File: src/rtl/uart_tx_if.sv
// CPU data-bus bundle for the UART transmitter.
// master: drives address, strobes and write data; samples read data.
// slave:  samples address, strobes and write data; returns combinational read data.
interface uart_tx_if;
  logic [31:0] addr;   // byte address
  logic        we;     // single-cycle write strobe
  logic        rd;     // single-cycle read strobe
  logic [31:0] wdata;  // write data, only [7:0] meaningful to the UART
  logic [31:0] rdata;  // combinational read data, 0 when unmapped

  modport master (output addr, output we, output rd, output wdata, input rdata);
  modport slave  (input addr, input we, input rd, input wdata, output rdata);
endinterface

File: src/rtl/uart_tx.sv
// Purpose: memory-mapped UART transmitter, 8 data bits, 1 stop bit, LSB first,
//          optional even parity bit when UART_TX_PARITY_EN is defined (8E1).
// Latency: a TXD write reaches the line 2 clk edges later when idle; frames are
//          DIV cycles per bit, back-to-back frames have no idle gap.
// Backpressure: one holding byte; writes to TXD while it is full are dropped,
//          software polls STATUS.hold_full or waits for irq (done_flag).
// Ports: clk, rst_n (async active-low); bus (uart_tx_if.slave: addr, we, rd,
//        wdata, rdata); tx (serial line, idle high); irq (= done_flag).
// Register map: 0x40000018 TXD (write-only, reads 0);
//               0x40000020 STATUS {bit4 hold_full, bit3 done_flag, bit2 busy}.
module uart_tx #(
  parameter int CLK_FREQ = 100000000,
  parameter int BAUD     = 9600
) (
  input  logic       clk,
  input  logic       rst_n,
  uart_tx_if.slave   bus,
  output logic       tx,
  output logic       irq
);

  localparam int DIV = CLK_FREQ / BAUD;
  localparam int CW  = $clog2(DIV);
  localparam logic [CW-1:0] CNT_LAST = CW'(DIV - 1);

  localparam logic [31:0] ADDR_TXD    = 32'h4000_0018;
  localparam logic [31:0] ADDR_STATUS = 32'h4000_0020;

  localparam logic [2:0] S_IDLE   = 3'd0;
  localparam logic [2:0] S_START  = 3'd1;
  localparam logic [2:0] S_DATA   = 3'd2;
`ifdef UART_TX_PARITY_EN
  localparam logic [2:0] S_PARITY = 3'd3;
`endif
  localparam logic [2:0] S_STOP   = 3'd4;

  logic [2:0]    state;
  logic [CW-1:0] baud_cnt;
  logic [2:0]    bit_idx;
  logic [7:0]    shift;
  logic [7:0]    hold;
  logic          hold_full;
  logic          done_flag;
  logic          tx_q;

  logic wr_txd;
  logic rd_status;
  logic baud_end;
  logic stop_end;
  logic busy;
  logic load_shifter;
  logic unused_wdata;

  assign wr_txd    = bus.we && (bus.addr == ADDR_TXD);
  assign rd_status = bus.rd && (bus.addr == ADDR_STATUS);
  assign baud_end  = (baud_cnt == CNT_LAST);
  assign stop_end  = (state == S_STOP) && baud_end;
  assign busy      = (state != S_IDLE);
  // The shifter takes the held byte either from idle or straight out of STOP,
  // which is what makes back-to-back frames gapless.
  assign load_shifter = hold_full && ((state == S_IDLE) || stop_end);

  assign unused_wdata = ^bus.wdata[31:8];

  assign bus.rdata = (bus.addr == ADDR_STATUS)
                   ? {27'd0, hold_full, done_flag, busy, 2'b00}
                   : 32'd0;

  assign tx  = tx_q;
  assign irq = done_flag;

  // Holding register. A write only lands when hold is empty as seen this
  // cycle, so a write coinciding with the transfer is dropped.
  always_ff @(posedge clk or negedge rst_n) begin
    if (!rst_n) begin
      hold      <= 8'd0;
      hold_full <= 1'b0;
    end else if (load_shifter) begin
      hold_full <= 1'b0;
    end else if (wr_txd && !hold_full) begin
      hold      <= bus.wdata[7:0];
      hold_full <= 1'b1;
    end
  end

  // done_flag: setting at end of STOP has priority over a STATUS read clear.
  always_ff @(posedge clk or negedge rst_n) begin
    if (!rst_n) begin
      done_flag <= 1'b0;
    end else if (stop_end) begin
      done_flag <= 1'b1;
    end else if (rd_status) begin
      done_flag <= 1'b0;
    end
  end

  // Shifter FSM. tx_q is loaded with the level of the state being entered,
  // so the line changes exactly on the state-entry edge.
  always_ff @(posedge clk or negedge rst_n) begin
    if (!rst_n) begin
      state    <= S_IDLE;
      baud_cnt <= '0;
      bit_idx  <= 3'd0;
      shift    <= 8'd0;
      tx_q     <= 1'b1;
    end else begin
      case (state)
        S_IDLE: begin
          baud_cnt <= '0;
          if (hold_full) begin
            shift <= hold;
            state <= S_START;
            tx_q  <= 1'b0;
          end
        end

        S_START: begin
          if (baud_end) begin
            baud_cnt <= '0;
            bit_idx  <= 3'd0;
            state    <= S_DATA;
            tx_q     <= shift[0];
          end else begin
            baud_cnt <= baud_cnt + 1'b1;
          end
        end

        S_DATA: begin
          if (baud_end) begin
            baud_cnt <= '0;
            if (bit_idx == 3'd7) begin
`ifdef UART_TX_PARITY_EN
              state <= S_PARITY;
              tx_q  <= ^shift;
`else
              state <= S_STOP;
              tx_q  <= 1'b1;
`endif
            end else begin
              bit_idx <= bit_idx + 3'd1;
              tx_q    <= shift[bit_idx + 3'd1];
            end
          end else begin
            baud_cnt <= baud_cnt + 1'b1;
          end
        end

`ifdef UART_TX_PARITY_EN
        S_PARITY: begin
          if (baud_end) begin
            baud_cnt <= '0;
            state    <= S_STOP;
            tx_q     <= 1'b1;
          end else begin
            baud_cnt <= baud_cnt + 1'b1;
          end
        end
`endif

        S_STOP: begin
          if (baud_end) begin
            baud_cnt <= '0;
            if (hold_full) begin
              shift <= hold;
              state <= S_START;
              tx_q  <= 1'b0;
            end else begin
              state <= S_IDLE;
              tx_q  <= 1'b1;
            end
          end else begin
            baud_cnt <= baud_cnt + 1'b1;
          end
        end

        default: begin
          state    <= S_IDLE;
          baud_cnt <= '0;
          tx_q     <= 1'b1;
        end
      endcase
    end
  end

endmodule

File: src/flat_wrapper.sv
// flat-port wrapper written by rule: the top's interface ports become plain ports
module uart_tx_flat 
#(
  parameter int CLK_FREQ = 100000000,
  parameter int BAUD     = 9600
)
  (clk, rst_n, tx, irq, bus_addr, bus_we, bus_rd, bus_wdata, bus_rdata);
  uart_tx_if bus_i ();
  input  logic clk;
  input  logic rst_n;
  output logic tx;
  output logic irq;
  input wire logic [$bits(bus_i.addr)-1:0] bus_addr;
  input wire logic [$bits(bus_i.we)-1:0] bus_we;
  input wire logic [$bits(bus_i.rd)-1:0] bus_rd;
  input wire logic [$bits(bus_i.wdata)-1:0] bus_wdata;
  output wire logic [$bits(bus_i.rdata)-1:0] bus_rdata;
  assign bus_i.addr = bus_addr;
  assign bus_i.we = bus_we;
  assign bus_i.rd = bus_rd;
  assign bus_i.wdata = bus_wdata;
  assign bus_rdata = bus_i.rdata;
  uart_tx #(.CLK_FREQ(CLK_FREQ), .BAUD(BAUD)) u_core (.clk(clk), .rst_n(rst_n), .bus(bus_i), .tx(tx), .irq(irq));
endmodule
File: config.mk
export PLATFORM = sky130hd
export DESIGN_NAME = uart_tx_flat
export DESIGN_NICKNAME = d
export VERILOG_FILES = /design/src/rtl/uart_tx_if.sv /design/src/rtl/uart_tx.sv /design/src/flat_wrapper.sv
export SDC_FILE = /design/constraint.sdc
export NUM_CORES = 1
export LEC_CHECK = 0
export BUFFER_PORTS_ARGS = -buffer_cell sky130_fd_sc_hd__buf_2
export CAP_MARGIN = 0
export CORE_UTILIZATION = 35
export DETAILED_ROUTE_END_ITERATION = 8
export PLACE_DENSITY_LB_ADDON = 0.08
export SLEW_MARGIN = 20
export SYNTH_ARGS = -nofsm -noshare
export SYNTH_HDL_FRONTEND = slang
export SYNTH_SLANG_ARGS = --single-unit
File: constraint.sdc
create_clock -name clk -period 2.3 [get_ports clk]
set_input_delay 0.115 -clock clk [delete_from_list [all_inputs] [get_ports clk]]
set_output_delay 0.115 -clock clk [all_outputs]
set_load 0.02 [all_outputs]
Yosys cells after proc, flatten, opt, wreduce, memory -nomap -nowiden

Index checks and enable logic that the tools add are counted.

Register bits after elaboration: 39
Input bits: 68
Output and inout port bits: 34

Add/subtract/negate cells: 2
Magnitude comparators: 1
Equal/unequal tests: 13
Multiplexer cells: 30
Bitwise logic cells: 1
Reductions and logical operators: 19

Operators with widths:

| cell                    | number |
|---|---|
| $eq A32 B31 Y1 const B  | 2 |
| $mux W14                | 2 |
| $mux W3                 | 8 |
| $mux W8                 | 2 |
| $pmux W8 S2             | 1 |
| $add A14 B1 Y14 const B | 1 |
| $eq A14 B14 Y1 const B  | 1 |
| $mux W1                 | 12 |
| $pmux W3 S4             | 1 |
| $ne A2 B1 Y1 const B    | 5 |
| $reduce_and A4 Y1       | 2 |
| $reduce_bool A2 Y1      | 4 |
| $eq A3 B3 Y1 const B    | 2 |
| $pmux W3 S2             | 1 |
| $logic_and A1 B1 Y1     | 5 |
| $mux W5                 | 1 |
| $reduce_and A5 Y1       | 1 |
| $lt A3 B4 Y1 const B    | 1 |
| $pmux W1 S4             | 1 |
| $reduce_and A2 Y1       | 2 |
| $add A3 B1 Y3 const B   | 1 |
| $bmux W1 S3             | 1 |
| $eq A3 B1 Y1 const B    | 1 |
| $eq A3 B2 Y1 const B    | 1 |
| other kinds (7)         | 7 |

Logic depth before layout (Yosys ltp)

Word-level depth: 6
Gate-level depth with buffers: 7

Least setup slack after synthesis

No wires, ideal clock.

Path type: reg2reg
Start point: register u_core.baud_cnt[0]
End point: register u_core.shift[0]
Library setup time: 0.125 ns
Arrival time: 1.787 ns
Slack: 0.387 ns
Stages on the path, launching flop included: 7
Path buffers: 1
Clock period less this slack: 1.913 ns
Cell sequence: dfrtp_1 -> ha_1 -> and4_1 -> nand4_1 -> a2111o_1 -> buf_6 -> mux2_4

Word-level cells in the longest chain between the ends: 3

RTL lines:

| item                        | line           | source |
|---|---|---|
| start, declared             | uart_tx.sv:38  | `logic [CW-1:0] baud_cnt;` |
| start signal, assigned      | uart_tx.sv:124 | `baud_cnt <= baud_cnt + 1'b1;` |
| start signal, assigned      | uart_tx.sv:144 | `baud_cnt <= baud_cnt + 1'b1;` |
| start signal, assigned      | uart_tx.sv:172 | `baud_cnt <= baud_cnt + 1'b1;` |
| $eq A14 B14 Y1              | uart_tx.sv:56  | `assign baud_end = (baud_cnt == CNT_LAST);` |
| $ne A2 B1 Y1 (no line)      | n/a            |  |
| $reduce_and A2 Y1 (no line) | n/a            |  |
| end signal, assigned        | uart_tx.sv:111 | `shift <= hold;` |
| end signal, assigned        | uart_tx.sv:164 | `shift <= hold;` |
| end, declared               | uart_tx.sv:40  | `logic [7:0] shift;` |

Every way passes these cells.
A chain may end at the register's enable or synchronous reset.

Final worst setup path

Start point: register u_core.baud_cnt[0]
End point: register u_core.shift[7]

Same word-level chain as after synthesis.

==> run_results.csv <==
group,metric,value,unit
timing,rsz0062_at_grt,"no",
layout,fin_nets,334,
grt,grt_pass1_vias,1427,
worst_setup_path,arrival,2.28,ns
job,drv_cap,0,
synthesis,ys_ff_latch,39,
timing,final.setup.worst_slack,0.2010,ns
layout,register_area,977.2,um^2
clock_tree,path_clk_slew,0.08,ns
timing,max_slew_margin,0.4285,
grt,grt_max_degree,40,
route,vias,1619,
route,first_pass_iters,4,
layout,stdcell_area,2591,um^2
synthesis,ys_types,44,
timing,period_minus_slack,2.099,ns
layout,final_layout_size_suffix_gt1_frac,0.3295,
route,ant_nets,0,
synthesis,synth_top_family_by_area,"simple AND/OR/NAND/NOR gates",
synthesis,synth_area_per_cell,10.71,um^2
worst_setup_path,rr_worst_depth,6,
synthesis,yosysWarnings,0,
timing,max_freq,476.4,MHz
grt,globalRouteOverflowTotal,0,
floorplan,die_w,81.77,um
synthesis,synthFlopType,"dfrtp_1",
layout,final_util,0.4300,
synthesis,synthMuxAreaShare,0.1287,
synthesis,netlist_area,2227,um^2
clock_tree,worstSkewPairLatency,0.29,ns
clock_tree,cts_buffers,5,
synthesis,synth_edf_count,0,
timing,fin_crit_sh,0.9126,
worst_setup_path,reg2reg_from,"u_core.baud_cnt[0]",
clock_tree,cts_sinks,39,
clock_tree,cts_tree,"yes",
synthesis,synth-adder-area-share,0.01685,
synthesis,async_reset_ff_frac,1.000,
route,finalWirelength,4188,um
hold_path,hp-class,"input pin to flop",
layout,final.fill_count,602,
synthesis,synth-simple-area-share,0.1876,
timing,setup_violations,0,
floorplan,dieArea,6686,um^2
timing,setup_tns,0,ns
floorplan,initial_core_util,0.3696,
layout,area_growth,16.35,%
floorplan,rows,28,
layout,insertedDiodeCount,0,
worst_setup_path,start_kind,"flop",
floorplan,core,6026,um^2
pwr,power_leakage,1.315,nW
worst_setup_path,cp-startpoint,"u_core.baud_cnt[0]",
synthesis,yosysSeqAreaShare,0.4388,
placed_design,port_buffers,48,
layout,stdcell_count,339,
placed_design,place_area,2464,um^2
placed_design,post-place-cells,330,
route,viasPerCell,4.776,
grt,antenna_found_initial,0,
timing,skew,0.007641,ns
placed_design,place.gp.congestion,0.7044,
worst_setup_path,critPathKind,"flop to flop",
floorplan,die_h,81.77,um
timing,report.final.slew_viol_count,0,
clock_tree,cts_root_buf,"clkbuf_8",
placed_design,dp_hpwl,3058,um
route,route.detailed.drc,0,
pwr,vdd_drop_max,0.3569,mV
hold_path,min_path_cells,2,
layout,multi_input_comb_area,1081,um^2
clock_tree,cts_resized,0,
clock_tree,htree_levels,2,
worst_setup_path,cp-end-kind,"flop",
timing,tightestPinTransition,0.8573,ns
status,outcome,"completed",
route,wl_per_cell,12.35,um
synthesis,synthCells,208,
worst_setup_path,critPathRequiredTime,2.48,ns
clock_tree,clockBufferDepth,2,
synthesis,synth_compound_area_frac,0.06011,
synthesis,synth_xor_area_frac,0.04326,
hold_path,hp-start,"bus_wdata[2]",
worst_setup_path,crit_fanout,9,
timing,hold_viol,0,
floorplan,num_io_pins,102,
route,drt_iter0_markers,82,
grt,grt_pass1_wl,6727,um
grt,grt.total_usage,0.1375,
placed_design,pre_cts_ws,0.1868,ns
pwr,power.density,534.1,nW/um^2
[power by group]
group / total [mW] / internal, mW / switching [mW]
logic: 0.0970 / 0.0298 / 0.0672
registers: 0.685 / 0.685 / 0.000000000965
clock network: 0.602 / 0.351 / 0.251
[critical path, cell delays in order, from the launching register on]
cell      delay [ns]
dfrtp_1         0.39
ha_1            0.21
and4_1          0.31
nand4_1         0.16
a2111o_1        0.42
buf_4           0.20
mux2_4          0.30
[repair_timing]
item / in CTS / in global routing
hold buffers: 1 / 0
setup buffers: 0 / 0
hold endpoints to repair: 38 / 0
[path summary, 6_finish.rpt]
kind	endpoint	slack, ns
worst max register to register	u_core.shift[7]	0.20
worst min-delay path	u_core.hold[2]	0.05
max in group asynchronous	u_core.hold[5]	1.30
worst min register to register	u_core.tx	0.48
min in group asynchronous	u_core.hold_full	0.47
worst max-delay path	u_core.shift[7]	0.20
[area by class of cell]
type	instances	area share
Timing Repair Buffer	56	0.1169
Inverter	5	0.007243
Sequential cell	39	0.3771
Tap cell	75	0.03621
Multi-Input combinational cell	156	0.4172
Clock inverter	2	0.01352
Clock buffer	6	0.03187
[layer usage]
layer,part of all wire,track usage,vias to the layer above
li1,-,-,791
met1,0.46,0.1798,752
met2,0.44,0.2091,70
met3,0.077,0.04000,6
met4,0.016,0.06316,0
met5,0,0,-
[synth_stat cells (4+ instances only)]
library cell | number | area share
nor3_1 | 5 | 0.011
inv_1 | 5 | 0.0084
nor2_1 | 14 | 0.024
mux2_4 | 8 | 0.054
nand2_1 | 6 | 0.010
nor4_1 | 8 | 0.022
or3_1 | 5 | 0.014
nand3_1 | 6 | 0.013
buf_4 | 29 | 0.098
mux2_2 | 11 | 0.056
xor2_1 | 10 | 0.039
dfrtp_1 | 38 | 0.43
a21oi_1 | 6 | 0.013
and3_1 | 4 | 0.011
o21ai_0 | 4 | 0.0090
nand4_1 | 7 | 0.020
[stage by stage]
| step | hold WS [ns] | power, mW |
|---|---|---|
| 2_1_floorplan | -0.1806 | 0.7833 |
| 3_3_place_gp | 0.2895 | 0.7959 |
| 3_5_place_dp | 0.2849 | 0.7963 |
| 4_1_cts | 0.04019 | 1.401 |
| 5_1_grt | 0.03409 | 1.439 |
| 6_report | 0.04650 | 1.384 |
[cells in the final DEF, fill, tap and decap left out, types with 2 or more instances in the layout]
master	Yosys	final
mux2_4	8	8
nand2_1	6	6
nand3_1	6	6
o21bai_1	2	2
and4_1	3	3
dfrtp_1	38	38
xor2_1	10	10
conb_1	1	29
o21ai_0	4	4
mux2_2	11	11
nor2_1	14	14
nor2b_1	3	3
buf_4	29	7
inv_1	5	5
and3_1	4	4
ha_1	3	3
or3_1	5	5
and2_1	3	3
nor4_1	8	8
nand4_1	7	7
buf_2	3	48
mux2i_1	2	2
nor3_1	5	5
a21oi_1	6	6
clkbuf_8	0	6
[kinds of logic (layout without fill, tap and decap cells)]
group           count (synthesis)  after routing
simple gates                   71             71
buf+inv                        41             69
flops                          39             39
mux                            22             22
compound gates                 20             20
xor+xnor                       11             11
fa+ha+maj                       3              3
other cells                     1             29
[sequential cells by signal (all words and copies together) (netlist names)]
signal            count
u_core.state          3
u_core.hold_full      1
u_core.hold           8
u_core.bit_idx        3
u_core.irq            1
u_core.shift          8
u_core.baud_cnt      14
u_core.tx             1
Power figures use the tool's default switching activity.
